===== src/rtl/nco_ctrl_pkg.sv =====
// Shared types and default widths for the NCO step scheduler and the NCO
// instantiation that consumes its step words.
package nco_ctrl_pkg;

  localparam int NCO_ACC_WIDTH   = 32;
  localparam int NCO_SEL_WIDTH   = 4;
  localparam int NCO_DWELL_WIDTH = 24;

  typedef enum logic [1:0] {
    MODE_DIRECT = 2'd0,
    MODE_GLIDE  = 2'd1,
    MODE_SWEEP  = 2'd2,
    MODE_RSVD   = 2'd3
  } mode_e;

  typedef enum logic [1:0] {
    S_IDLE  = 2'd0,
    S_DWELL = 2'd1,
    S_EMIT  = 2'd2
  } state_e;

  // The reserved encoding behaves exactly like DIRECT so software never
  // lands the scheduler in an undefined mode.
  function automatic mode_e decodeMode(input logic [1:0] raw);
    mode_e m;
    m = mode_e'(raw);
    if (m == MODE_RSVD) m = MODE_DIRECT;
    return m;
  endfunction

endpackage


===== src/rtl/dwell_timer.sv =====
// Down-counter that measures the dwell period between step updates.
// A load of zero is treated as one so the period is never empty.
module dwell_timer
  import nco_ctrl_pkg::*;
#(
  parameter int DWELL_WIDTH = NCO_DWELL_WIDTH
) (
  input  logic                   i_clk,
  input  logic                   i_rstN,
  input  logic                   i_load,
  input  logic                   i_count,
  input  logic [DWELL_WIDTH-1:0] i_dwell,
  output logic                   o_expire
);

  logic [DWELL_WIDTH-1:0] r_count;

  // Load the period on request, then step down towards one while counting.
  always_ff @(posedge i_clk) begin
    if (!i_rstN) begin
      r_count <= '0;
    end else if (i_load) begin
      r_count <= (i_dwell == '0) ? DWELL_WIDTH'(1) : i_dwell;
    end else if (i_count && (r_count > DWELL_WIDTH'(1))) begin
      r_count <= r_count - DWELL_WIDTH'(1);
    end
  end

  assign o_expire = i_count && (r_count <= DWELL_WIDTH'(1));

endmodule


===== src/rtl/nco_step_scheduler.sv =====
// Produces the phase-step word for the NCO: a registered target of
// ref_step * index, reached directly, by bounded glide, or by auto-sweep,
// with one AXI-Stream beat per change of the current step.
module nco_step_scheduler
  import nco_ctrl_pkg::*;
#(
  parameter int ACC_WIDTH   = NCO_ACC_WIDTH,
  parameter int SEL_WIDTH   = NCO_SEL_WIDTH,
  parameter int DWELL_WIDTH = NCO_DWELL_WIDTH
) (
  input  logic                   aclk,
  input  logic                   arst_n,
  input  logic [1:0]             cfg_mode,
  input  logic [SEL_WIDTH-1:0]   cfg_sel,
  input  logic [ACC_WIDTH-1:0]   cfg_ref_step,
  input  logic [ACC_WIDTH-1:0]   cfg_slew,
  input  logic [DWELL_WIDTH-1:0] cfg_dwell,
  input  logic [SEL_WIDTH-1:0]   cfg_sweep_lo,
  input  logic [SEL_WIDTH-1:0]   cfg_sweep_hi,
  output logic [ACC_WIDTH-1:0]   m_axis_step_tdata,
  output logic                   m_axis_step_tvalid,
  input  logic                   m_axis_step_tready,
  output logic                   busy,
  output logic                   settled
);

  mode_e                w_mode;
  state_e               r_state;
  state_e               w_stateNext;

  logic [SEL_WIDTH-1:0] w_idx;
  logic [SEL_WIDTH-1:0] r_lastIdx;
  logic [SEL_WIDTH-1:0] r_sweepIdx;
  logic [SEL_WIDTH-1:0] w_sweepNext;
  logic                 r_inSweep;
  logic                 w_sweepReload;
  logic                 w_sweepAdvance;
  logic                 w_targetStale;

  logic [ACC_WIDTH-1:0] r_target;
  logic [ACC_WIDTH-1:0] r_curStep;
  logic [ACC_WIDTH-1:0] w_curNext;
  logic                 w_curLoad;

  logic                 w_up;
  logic [ACC_WIDTH-1:0] w_diff;
  logic [ACC_WIDTH-1:0] w_stepAmt;
  logic [ACC_WIDTH-1:0] w_glideNext;

  logic                 r_dwellSweep;
  logic                 w_dwellLoad;
  logic                 w_dwellCount;
  logic                 w_dwellExpire;

  assign w_mode = decodeMode(cfg_mode);
  assign w_idx  = (w_mode == MODE_SWEEP) ? r_sweepIdx : cfg_sel;

  // Sweep bookkeeping: the index the sweep should move to next, and whether
  // the current index must be snapped back to lo (fresh entry into SWEEP, or
  // an index outside the range; with lo>hi the only legal index is lo).
  always_comb begin
    w_sweepNext   = cfg_sweep_lo;
    w_sweepReload = 1'b0;
    if ((cfg_sweep_lo <= cfg_sweep_hi) && (r_sweepIdx < cfg_sweep_hi) &&
        (r_sweepIdx >= cfg_sweep_lo)) begin
      w_sweepNext = r_sweepIdx + SEL_WIDTH'(1);
    end
    if (w_mode == MODE_SWEEP) begin
      if (!r_inSweep) begin
        w_sweepReload = 1'b1;
      end else if (cfg_sweep_lo <= cfg_sweep_hi) begin
        w_sweepReload = (r_sweepIdx < cfg_sweep_lo) || (r_sweepIdx > cfg_sweep_hi);
      end else begin
        w_sweepReload = (r_sweepIdx != cfg_sweep_lo);
      end
    end
  end

  // The registered target lags the index by one cycle; while they disagree
  // the idle decision waits so it never acts on a stale product.
  assign w_targetStale = (r_lastIdx != w_idx);

  // Glide arithmetic: move towards the target by at most slew, landing
  // exactly on it when the remaining distance is smaller (slew 0 jumps).
  always_comb begin
    w_up        = (r_target > r_curStep);
    w_diff      = w_up ? (r_target - r_curStep) : (r_curStep - r_target);
    w_stepAmt   = ((cfg_slew == '0) || (cfg_slew >= w_diff)) ? w_diff : cfg_slew;
    w_glideNext = w_up ? (r_curStep + w_stepAmt) : (r_curStep - w_stepAmt);
  end

  // Target product and index tracking, recomputed every cycle.
  always_ff @(posedge aclk) begin
    if (!arst_n) begin
      r_target  <= '0;
      r_lastIdx <= '0;
      r_inSweep <= 1'b0;
    end else begin
      r_target  <= cfg_ref_step * {{(ACC_WIDTH-SEL_WIDTH){1'b0}}, w_idx};
      r_lastIdx <= w_idx;
      r_inSweep <= (w_mode == MODE_SWEEP);
    end
  end

  // Sweep index: a snap to lo takes priority over the periodic advance.
  always_ff @(posedge aclk) begin
    if (!arst_n) begin
      r_sweepIdx <= '0;
    end else if (w_sweepReload) begin
      r_sweepIdx <= cfg_sweep_lo;
    end else if (w_sweepAdvance) begin
      r_sweepIdx <= w_sweepNext;
    end
  end

  // Current step and the mode that owns the running dwell period, so a mode
  // change only takes effect at the next idle decision.
  always_ff @(posedge aclk) begin
    if (!arst_n) begin
      r_curStep    <= '0;
      r_dwellSweep <= 1'b0;
    end else begin
      if (w_curLoad) r_curStep <= w_curNext;
      if (w_dwellLoad) r_dwellSweep <= (w_mode == MODE_SWEEP);
    end
  end

  // State register.
  always_ff @(posedge aclk) begin
    if (!arst_n) r_state <= S_IDLE;
    else         r_state <= w_stateNext;
  end

  // Next-state and control decode; beats are only ever left via handshake.
  always_comb begin
    w_stateNext        = r_state;
    w_curLoad          = 1'b0;
    w_curNext          = r_curStep;
    w_dwellLoad        = 1'b0;
    w_dwellCount       = 1'b0;
    w_sweepAdvance     = 1'b0;
    m_axis_step_tvalid = 1'b0;
    busy               = (r_state != S_IDLE);
    unique case (r_state)
      S_IDLE: begin
        if (!w_targetStale && !w_sweepReload) begin
          if (r_target != r_curStep) begin
            if (w_mode == MODE_GLIDE) begin
              w_dwellLoad = 1'b1;
              w_stateNext = S_DWELL;
            end else begin
              w_curLoad   = 1'b1;
              w_curNext   = r_target;
              w_stateNext = S_EMIT;
            end
          end else if (w_mode == MODE_SWEEP) begin
            w_dwellLoad = 1'b1;
            w_stateNext = S_DWELL;
          end
        end
      end
      S_DWELL: begin
        w_dwellCount = 1'b1;
        if (w_dwellExpire) begin
          if (r_dwellSweep) begin
            w_sweepAdvance = 1'b1;
            w_stateNext    = S_IDLE;
          end else if (r_target == r_curStep) begin
            w_stateNext = S_IDLE;
          end else begin
            w_curLoad   = 1'b1;
            w_curNext   = w_glideNext;
            w_stateNext = S_EMIT;
          end
        end
      end
      S_EMIT: begin
        m_axis_step_tvalid = 1'b1;
        if (m_axis_step_tready) w_stateNext = S_IDLE;
      end
      default: begin
        w_stateNext = S_IDLE;
      end
    endcase
  end

  assign m_axis_step_tdata = r_curStep;
  assign settled           = (r_curStep == r_target) && (r_state != S_EMIT);

  dwell_timer #(
    .DWELL_WIDTH (DWELL_WIDTH)
  ) u_dwellTimer (
    .i_clk    (aclk),
    .i_rstN   (arst_n),
    .i_load   (w_dwellLoad),
    .i_count  (w_dwellCount),
    .i_dwell  (cfg_dwell),
    .o_expire (w_dwellExpire)
  );

endmodule

===== config.mk =====
export PLATFORM = sky130hd
export DESIGN_NAME = nco_step_scheduler
export DESIGN_NICKNAME = d
export VERILOG_FILES = /design/src/rtl/nco_ctrl_pkg.sv /design/src/rtl/dwell_timer.sv /design/src/rtl/nco_step_scheduler.sv
export SDC_FILE = /design/constraint.sdc
export NUM_CORES = 1
export LEC_CHECK = 0
export BUFFER_PORTS_ARGS = -buffer_cell sky130_fd_sc_hd__buf_2
export CORE_ASPECT_RATIO = 1.2
export CORE_MARGIN = 3
export CORE_UTILIZATION = 62
export CTS_BUF_LIST = sky130_fd_sc_hd__clkbuf_4 sky130_fd_sc_hd__clkbuf_8 sky130_fd_sc_hd__clkbuf_16
export CTS_CLUSTER_SIZE = 10
export DETAILED_ROUTE_END_ITERATION = 16
export GPL_TIMING_DRIVEN = 0
export MAX_ROUTING_LAYER = met4
export PLACE_DENSITY = 0.83
export SETUP_SLACK_MARGIN = 0.5
export SLEW_MARGIN = 20
export SYNTH_ARGS = -nofsm -noshare
export SYNTH_HDL_FRONTEND = slang
export SYNTH_SLANG_ARGS = --single-unit

===== constraint.sdc =====
create_clock -name aclk -period 9.8 [get_ports aclk]
set_input_delay 1.47 -clock aclk [delete_from_list [all_inputs] [get_ports aclk]]
set_output_delay 1.47 -clock aclk [all_outputs]
set_load 0.01 [all_outputs]

Word-level counts from Yosys, hierarchy flattened
Index checks and enable logic that the tools add are counted.
{"block": "totals", "reg_bits": 100, "latch_bits": 0, "ram_bits": 0, "rom_bits": 0, "in_bits": 105, "out_inout_bits": 35, "wordCells": 109, "memories": 0}
{"block": "op_classes", "n_addsub": 6, "mul": 1, "n_div": 0, "order_cmp": 9, "eq_ne": 19, "shifts": 0, "n_mux": 47, "bitwise": 0, "reduce_logical": 19}
{"cell": "2-to-1 mux 32 bit", "n": 9}
{"cell": "subtractor 32 bit", "n": 3}
{"cell": "2-to-1 mux 24 bit", "n": 3}
{"cell": "== test 32 bit", "n": 2}
{"cell": "case mux 32 bit (2 select lines)", "n": 1}
{"cell": "adder 32 bit", "n": 1}
{"cell": ">= comparator 32 bit", "n": 1}
{"cell": "> comparator 32 bit", "n": 1}
{"cell": "zero test 32 bit", "n": 1}
{"cell": "multiplier 32 x 4 -> 32 bit", "n": 1}
{"cell": "inequality test 32 bit", "n": 1}
{"cell": "> comparator 24 x 1 -> 1 bit (second input constant)", "n": 1}
{"cell": "less-or-equal comparator 24 x 1 -> 1 bit (second input constant)", "n": 1}
{"cell": "zero test 24 bit", "n": 1}
{"cell": "subtractor 24 x 1 -> 24 bit (second input constant)", "n": 1}
{"cell": "2-to-1 mux 1 bit", "n": 19}
{"cell": "2-to-1 mux 2 bit", "n": 9}
{"cell": "2-to-1 mux 4 bit", "n": 4}
{"cell": "inequality test 2 bit (second input constant)", "n": 7}
{"cell": "< comparator 4 bit", "n": 2}
{"cell": "inequality test 4 bit", "n": 2}
{"cell": "AND reduction 8 bit", "n": 1}
{"cell": "nonzero test 2 bit", "n": 4}
{"cell": "== test 2 bit (second input constant)", "n": 3}
{"cell": "14 further kinds", "n": 22}

Longest topological paths before layout
Gate-level depths: netlist (run 1).
{"block": "depth", "ltp_word": 11, "depth_mapped": 47, "depth_no_buf": 41}

Cells and area by module
A second synthesis (run 1) with hierarchy kept.
{"block": "hier_totals", "cells_unflattened": 2010, "area_unflattened_um2": 14894.3}
{"mod": "nco_step_scheduler", "instances": 1, "cells_each": 1832, "area_per_inst_um2": 13401.6, "seq_area_each_um2": 1521.5}
{"mod": "dwell_timer", "instances": 1, "cells_each": 178, "area_per_inst_um2": 1492.7, "seq_area_each_um2": 480.5}

Least setup slack after synthesis (run 1)
No wires, ideal clock.
{"block": "synth_path", "kind": "register to register", "from": "reg r_curStep[20], in the netlist m_axis_step_tdata[20]", "to": "reg r_curStep[30], in the netlist m_axis_step_tdata[30]", "setup_ns": 0.074, "arrival_time_ns": 8.706, "setup_slack_ns": 1.020, "path_stages_with_launch": 45, "path_buffers": 6, "period_less_slack_ns": 8.780, "cell_sequence": "dfxtp_1 > inv_1 > ha_1 > buf_4 > nand4_4 > or4_1 > o21bai_1 > a211o_1 > o21a_1 > buf_6 > mux2i_1 > and3_1 > o31ai_1 > xor2_1 > inv_1 > ha_1 > nand4_1 > nor4_1 > [9 not listed] > nor2_1 > a21oi_1 > ha_1 > inv_1 > fa_1 > a21oi_1 > o21bai_1 > a2111oi_0 > o31ai_1 > o311ai_0 > a211oi_1 > o31ai_1 > a31oi_1 > a31oi_1 > nor2_1 > o41ai_1 > o21ai_0 > a31oi_1"}
{"block": "synth_between", "elab_chain_len": 11, "word_cells_on_any_way": 25, "classes_between": "4 x add/sub; 2 x order compare; 4 x eq/ne; 13 x mux; 2 x reduce/logical"}
{"element": "start, declared", "line_no": "nco_step_scheduler.sv:41", "rtl": "logic [ACC_WIDTH-1:0] r_curStep;"}
{"element": "start signal, assigned", "line_no": "nco_step_scheduler.sv:123", "rtl": "if (w_curLoad) r_curStep <= w_curNext;"}
{"element": "subtractor 32 bit / > comparator 32 bit (equally long branches)", "line_no": "nco_step_scheduler.sv:87, nco_step_scheduler.sv:86"}
{"element": "2-to-1 mux 32 bit", "line_no": "nco_step_scheduler.sv:87", "rtl": "w_diff = w_up ? (r_target - r_curStep) : (r_curStep - r_target);"}
{"element": ">= comparator 32 bit", "line_no": "nco_step_scheduler.sv:88", "rtl": "w_stepAmt = ((cfg_slew == '0) || (cfg_slew >= w_diff)) ? w_diff : cfg_slew;"}
{"element": "logical OR 1 bit", "line_no": "nco_step_scheduler.sv:88"}
{"element": "2-to-1 mux 32 bit", "line_no": "nco_step_scheduler.sv:88"}
{"element": "subtractor 32 bit / adder 32 bit (equally long branches)", "line_no": "nco_step_scheduler.sv:89", "rtl": "w_glideNext = w_up ? (r_curStep + w_stepAmt) : (r_curStep - w_stepAmt);"}
{"element": "2-to-1 mux 32 bit", "line_no": "nco_step_scheduler.sv:89"}
{"element": "2-to-1 mux 32 bit", "line_no": "nco_step_scheduler.sv:168", "rtl": "end else if (r_target == r_curStep) begin"}
{"element": "2-to-1 mux 32 bit", "line_no": "nco_step_scheduler.sv:165", "rtl": "if (r_dwellSweep) begin"}
{"element": "2-to-1 mux 32 bit", "line_no": "nco_step_scheduler.sv:164", "rtl": "if (w_dwellExpire) begin"}
{"element": "case mux 32 bit (2 select lines)", "line_no": "nco_step_scheduler.sv:144", "rtl": "unique case (r_state)"}
Several ways; a longest one is shown, not always the timed one. The select of a mux whose other input is x is not followed.
A chain may end at the register's enable or synchronous reset.

Final worst setup path (run 1)
{"block": "layout_path", "from": "reg r_curStep[31], in the netlist m_axis_step_tdata[31]", "to": "reg r_curStep[30], in the netlist m_axis_step_tdata[30]"}
The elaborated chain is that of the path after synthesis.

==> results of run 1 <==
==> cells in the mapped netlist (all sizes together), types with 23 or more instances <==
cell,instances,share of area (%)
a211oi,26,1.3
a21o,61,3.1
a21oi,175,6.0
a31oi,23,0.98
and2,26,1.1
buf,25,1.1
clkbuf,63,1.6
dfxtp,100,14
fa,60,8.2
ha,171,15
inv,165,4.2
mux2i,25,1.8
nand2,208,5.3
nand2b,24,1.0
nand3,28,0.95
nand4,33,1.5
nor2,170,4.3
nor2b,60,2.6
nor3,43,1.5
o21ai,141,4.9
o21bai,24,1.3
xnor2,72,4.3
xor2,55,3.3
==> kinds of logic after synthesis <==
group	after synthesis	share of synthesized area, %
AOI/OAI and AO/OA	570	24.3
muxes	32	2.37
DFF	100	13.6
adders and majority gates	232	22.8
xor gates and xnor gates	127	7.62
and+or+nand+nor	677	22.4
buffers and inverters	254	6.92
==> critical path, delay by kind of cell (launching register included) <==
family,cells,cell delay (ns)
mux,1,0.19
buf+inv,9,1.00
fa+ha+maj,4,1.28
flops,1,0.39
compound gates,19,3.89
simple gates,8,1.96
xor+xnor,1,0.24
==> timing repair <==
| action | in CTS | in global routing |
|---|---|---|
| setup endpoints to repair | 27 | 10 |
| hold endpoints to repair | 0 | 0 |
| pin swaps | 14 | 39 |
| buffers inserted | 11 | 22 |
| gates resized for setup | 60 | 101 |
==> registers in the layout, indices dropped and copies added (netlist names) <==
register,cells
r_state,2
r_target,32
r_dwellSweep,1
r_sweepIdx,4
u_dwellTimer.r_count,24
r_lastIdx,4
r_inSweep,1
m_axis_step_tdata,32
==> path summary, 6_finish.rpt <==
check                     startpoint                       to  slack (ns)  cells past startpoint
min reg2reg  u_dwellTimer.r_count[6]  u_dwellTimer.r_count[6]        0.48                      2
min          u_dwellTimer.r_count[6]  u_dwellTimer.r_count[6]        0.48                      2
max            m_axis_step_tdata[31]    m_axis_step_tdata[30]        0.78                     42
max reg2reg    m_axis_step_tdata[31]    m_axis_step_tdata[30]        0.78                     42
==> metal layers <==
metal	wire (µm)	vias to the layer above	share of wire, %
li1	-	7352	-
met1	19500	7419	40
met2	23200	675	48
met3	2970	145	6.1
met4	2660	0	5.5
met5	0	-	0
==> per-stage QoR <==
stage	hold slack [ns]	util [%]	area (µm²)	worst slack, ns
after floorplan	0.445	-	14700	1.02
after global placement	0.456	67.8	15800	-2.16
after detailed placement	0.464	67.9	15800	-2.25
after CTS	0.477	70.6	16400	0.531
after global routing	0.542	72.5	16900	0.388
final	0.477	72.5	16900	0.780
==> final cells by class <==
cell class	instances	area [µm²]
clock buffers	9	225
flip-flops and latches	100	2040
inverters	166	623
fillers	1866	6410
clock inverters	7	80.1
repair buffers	172	947
plain buffers	88	478
well taps	315	394
multi-input cells	1638	12100
==> flow_summary.json, run 1 <==
{
  "worst_skew_pair.late_latency_ns": 0.36,
  "drv_cap": 0,
  "ys_async_sr_fraction_pct": 0,
  "leading_cell_types_in_the_layout_fill_and_taps_excluded": "207 x sky130_fd_sc_hd__nand2_1, 170 x sky130_fd_sc_hd__nor2_1, 169 x sky130_fd_sc_hd__a21oi_1",
  "place.gp.congestion": 1.02,
  "setup_viol": 0,
  "post-dp-hpwl_um": 39000,
  "grt_start_max_net_pins": 21,
  "floorplan.initialDensity_pct": 63.1,
  "synth_cells": 1992,
  "core_mm2": 0.0233,
  "wl_um": 48300,
  "synth.lib_cells_used.distinct": 81,
  "globalRoute.busiestLayer": "met2",
  "critical_path.most_common_cell": "sky130_fd_sc_hd__buf_8",
  "rsz0062_at_grt": "no",
  "detail_route.drc_violations": 0,
  "fin_skew_ns": 0.0175,
  "antenna_violations_before_repair": 0,
  "drt_first_iter_violations": 1090,
  "num_antenna_cells": 0,
  "grt_util_all_layers_pct": 37.3,
  "design.die.area_mm2": 0.0256,
  "vias": 15600,
  "cts-hold-fix-buffers": 0,
  "netlist_area_mm2": 0.0147,
  "route.detailed.vias_per_inst": 6.25,
  "final_cell_count_no_fill": 2495,
  "global_route.usage.met2_pct": 62.6,
  "max-clock-path-buffers": 2,
  "worst_setup_path_end_kind": "register",
  "final.setup.tns_ns": 0,
  "grtUsageMet1_pct": 45.0,
  "die_w_um": 147,
  "grt_overflow_total": 0,
  "mappedNetlistNets": 2328,
  "data_required_time_of_the_critical_path_ns": 10.09,
  "clk_root_buffer_cell": "sky130_fd_sc_hd__clkbuf_16",
  "dr_wl_cell_um": 19.4,
  "postSynthRegisterBits": 100,
  "die_h_um": 175,
  "number_of_synthesized_flops_with_an_enable_pin": 0,
  "final_min_period_over_clock_period_pct": 92.0,
  "clock-sinks": 100,
  "grtUsageMet3_pct": 2.67,
  "final_max_slew_viol_count": 0,
  "h-tree-depth": 3,
  "place.port_buffers": 139,
  "critPathMaxFanout": 10,
  "arrival_time_of_data_at_the_critical_path_endpoint_ns": 9.31,
  "route.antenna.remaining_nets": 0,
  "fin_crit_ns": 9.02,
  "slowest_stage": "sky130_fd_sc_hd__or4_4",
  "syn-mean-instance-area_um2": 7.38,
  "cts_tree": "built",
  "critPathKind": "reg -> reg",
  "min_path_type": "reg -> reg",
  "synth_sequential_area_ratio_pct": 13.6,
  "clk_pin_slew_ns": 0.09,
  "largest_incremental_delay_on_the_critical_path_ns": 0.51,
  "place_inst": 2446,
  "status": "complete, no violations",
  "tightestPinTransition_ns": 1.07,
  "syn_to_final_growth_pct": 14.8,
  "layout.cells.most_common": "sky130_fd_sc_hd__nand2_1",
  "achievable-frequency_ghz": 0.111,
  "cts_buffers": 9,
  "std_cell_rows": 61,
  "finalNetCount": 2511,
  "drt_pre_antenna_iters": 7,
  "setup.worst_path.start_class": "register",
  "final-hold-violation-count": 0,
  "first_pass_grt_wire_length_um": 76000,
  "io_count": 140,
  "most_used_dff_post_synth": "sky130_fd_sc_hd__dfxtp_1",
  "drive_above_1_share_pct": 14.8,
  "number_of_global_route_vias_before_repair": 15200,
  "max-slew-margin-rel_pct": 28.3,
  "ys_warn_count": 0
}
Power of run 1 is not shown: default switching activity piles up to over one toggle a cycle in this logic, so the estimate is an artifact.
==> run 2, diff against run 1 <==
REMOVE_ABC_BUFFERS = 1   (was not set)
==> run 2 against run 1 <==
Against the previous run:
- worst hold slack better by 0.017 ns
- cell count is 3.2% lower
- register-to-register slack better by 0.06 ns
- first-iteration DRC count rose by 3.6%
- via count decreased by 4.4%
- die area did not move
- worst setup slack better by 0.061 ns
- sequential cell count unchanged
- sequential share of layout area about the same
- global-route usage fell by 5.5 points
- critical path type unchanged
==> flow_summary.json, run 2 (synthesized netlist as in run 1, its figures left out) <==
{
  "status": "complete, no violations",
  "antenna_violations_before_repair": 0,
  "dr_wl_cell_um": 17.2,
  "grt_util_all_layers_pct": 31.8,
  "clk_root_buffer_cell": "sky130_fd_sc_hd__clkbuf_16",
  "grt_start_max_net_pins": 53,
  "drt_first_iter_violations": 1129,
  "clk_pin_slew_ns": 0.09,
  "die_w_um": 147,
  "wl_um": 41500,
  "max-clock-path-buffers": 2,
  "critical_path.most_common_cell": "sky130_fd_sc_hd__ha_1",
  "final.setup.tns_ns": 0,
  "final-hold-violation-count": 0,
  "rsz0062_at_grt": "no",
  "core_mm2": 0.0233,
  "setup.worst_path.start_class": "register",
  "finalNetCount": 2432,
  "critical_path.top_delay_family": "compound AO/OA/AOI/OAI gates",
  "design.die.area_mm2": 0.0256,
  "critPathKind": "reg -> reg",
  "worst_skew_pair.late_latency_ns": 0.37,
  "worst_setup_path_end_kind": "register",
  "final_max_slew_viol_count": 0,
  "vias": 14900,
  "data_required_time_of_the_critical_path_ns": 10.09,
  "number_of_global_route_vias_before_repair": 14000,
  "route.antenna.remaining_nets": 0,
  "setup_viol": 0,
  "fillerInstances": 1939,
  "layout.cells.most_common": "sky130_fd_sc_hd__nand2_1",
  "std_cell_rows": 61,
  "floorplan.initialDensity_pct": 63.1,
  "place.gp.congestion": 0.976,
  "min_path_type": "reg -> reg",
  "place.port_buffers": 139,
  "final_min_period_over_clock_period_pct": 91.4,
  "num_antenna_cells": 0,
  "cts_tree": "built",
  "tightestPinTransition_ns": 1.04,
  "leading_cell_types_in_the_layout_fill_and_taps_excluded": "208 x sky130_fd_sc_hd__nand2_1, 171 x sky130_fd_sc_hd__a21oi_1, 170 x sky130_fd_sc_hd__nor2_1",
  "die_h_um": 175,
  "clock-sinks": 100,
  "syn_to_final_growth_pct": 12.9,
  "io_count": 140,
  "arrival_time_of_data_at_the_critical_path_endpoint_ns": 9.25,
  "h-tree-depth": 3,
  "drive_above_1_share_pct": 13.5,
  "detail_route.drc_violations": 0,
  "achievable-frequency_ghz": 0.112,
  "post-dp-hpwl_um": 32100,
  "slowest_stage": "sky130_fd_sc_hd__or4_1",
  "critical_path.n_buffers_inverters": 3,
  "fin_skew_ns": 0.0208,
  "critPathMaxFanout": 23,
  "grt_overflow_total": 0,
  "drt_pre_antenna_iters": 6,
  "cts_buffers": 9,
  "fin_crit_ns": 8.96,
  "drv_cap": 0,
  "largest_incremental_delay_on_the_critical_path_ns": 0.47,
  "first_pass_grt_wire_length_um": 67000,
  "route.detailed.vias_per_inst": 6.17,
  "max-slew-margin-rel_pct": 30.5
}
run 2: changes by cell type in the layout (fill, tap and decap cells not counted), sizes merged:
| cell | change |
|---|---|
| buf | -20 |
| clkbuf | -61 |
| clkinv | +1 |
| o21ai | +2 |
| clkinvlp | -1 |
run 2: final cells by class:
type / instances / area, µm² / area share (%)
timing repair buffer: 179 / 1120 / 6.74
clock inverter: 7 / 91.3 / 0.551
sequential: 100 / 2020 / 12.2
tap: 315 / 394 / 2.38
clock buffer: 9 / 225 / 1.36
multi-input combinational: 1640 / 12100 / 73.1
inverter: 166 / 624 / 3.76
run 2: metrics by stage:
step                setup slack (ns)  area [µm²]  util, %  hold WS, ns  instances
floorplan                      -1.73       14300        -        0.445       1904
global placement               -6.73       15400     66.1        0.456       2358
detailed placement             -1.46       15700     67.4        0.467       2374
CTS                            0.506       16200     69.6        0.479       2398
global route                   0.479       16600     71.3        0.501       2416
finish                         0.840       16600     71.3        0.494       2416
run 2: worst min-delay path, cell delays in order, from the launching register on:
cell and delay (ns):
sky130_fd_sc_hd__dfxtp_1 0.32, sky130_fd_sc_hd__o21ai_0 0.07, sky130_fd_sc_hd__a21oi_1 0.06
run 2: path summary, 6_finish.rpt:
check | from | depth (start not counted) | end | slack [ns]
max | m_axis_step_tdata[0] | 39 | m_axis_step_tdata[30] | 0.84
min | u_dwellTimer.r_count[6] | 2 | u_dwellTimer.r_count[6] | 0.49
max reg2reg | m_axis_step_tdata[0] | 39 | m_axis_step_tdata[30] | 0.84
min reg2reg | u_dwellTimer.r_count[6] | 2 | u_dwellTimer.r_count[6] | 0.49
run 2: routing by layer:
metal / up-vias / share of wire [%] / track usage (%)
met5: - / 0 / -
met4: 0 / 1.7 / 7.92
met3: 64 / 6.7 / 4.23
met2: 515 / 47 / 51.8
met1: 7126 / 44 / 42.1
li1: 7203 / - / -
run 2: repair_timing:
action / CTS / global route
gates resized for setup: 28 / 50
setup endpoints to repair: 20 / 11
cloned: 2 / 0
pin swaps: 6 / 17
hold buffers: 0 / 0
setup buffers: 6 / 18
Power of run 2 is left out for the same reason.
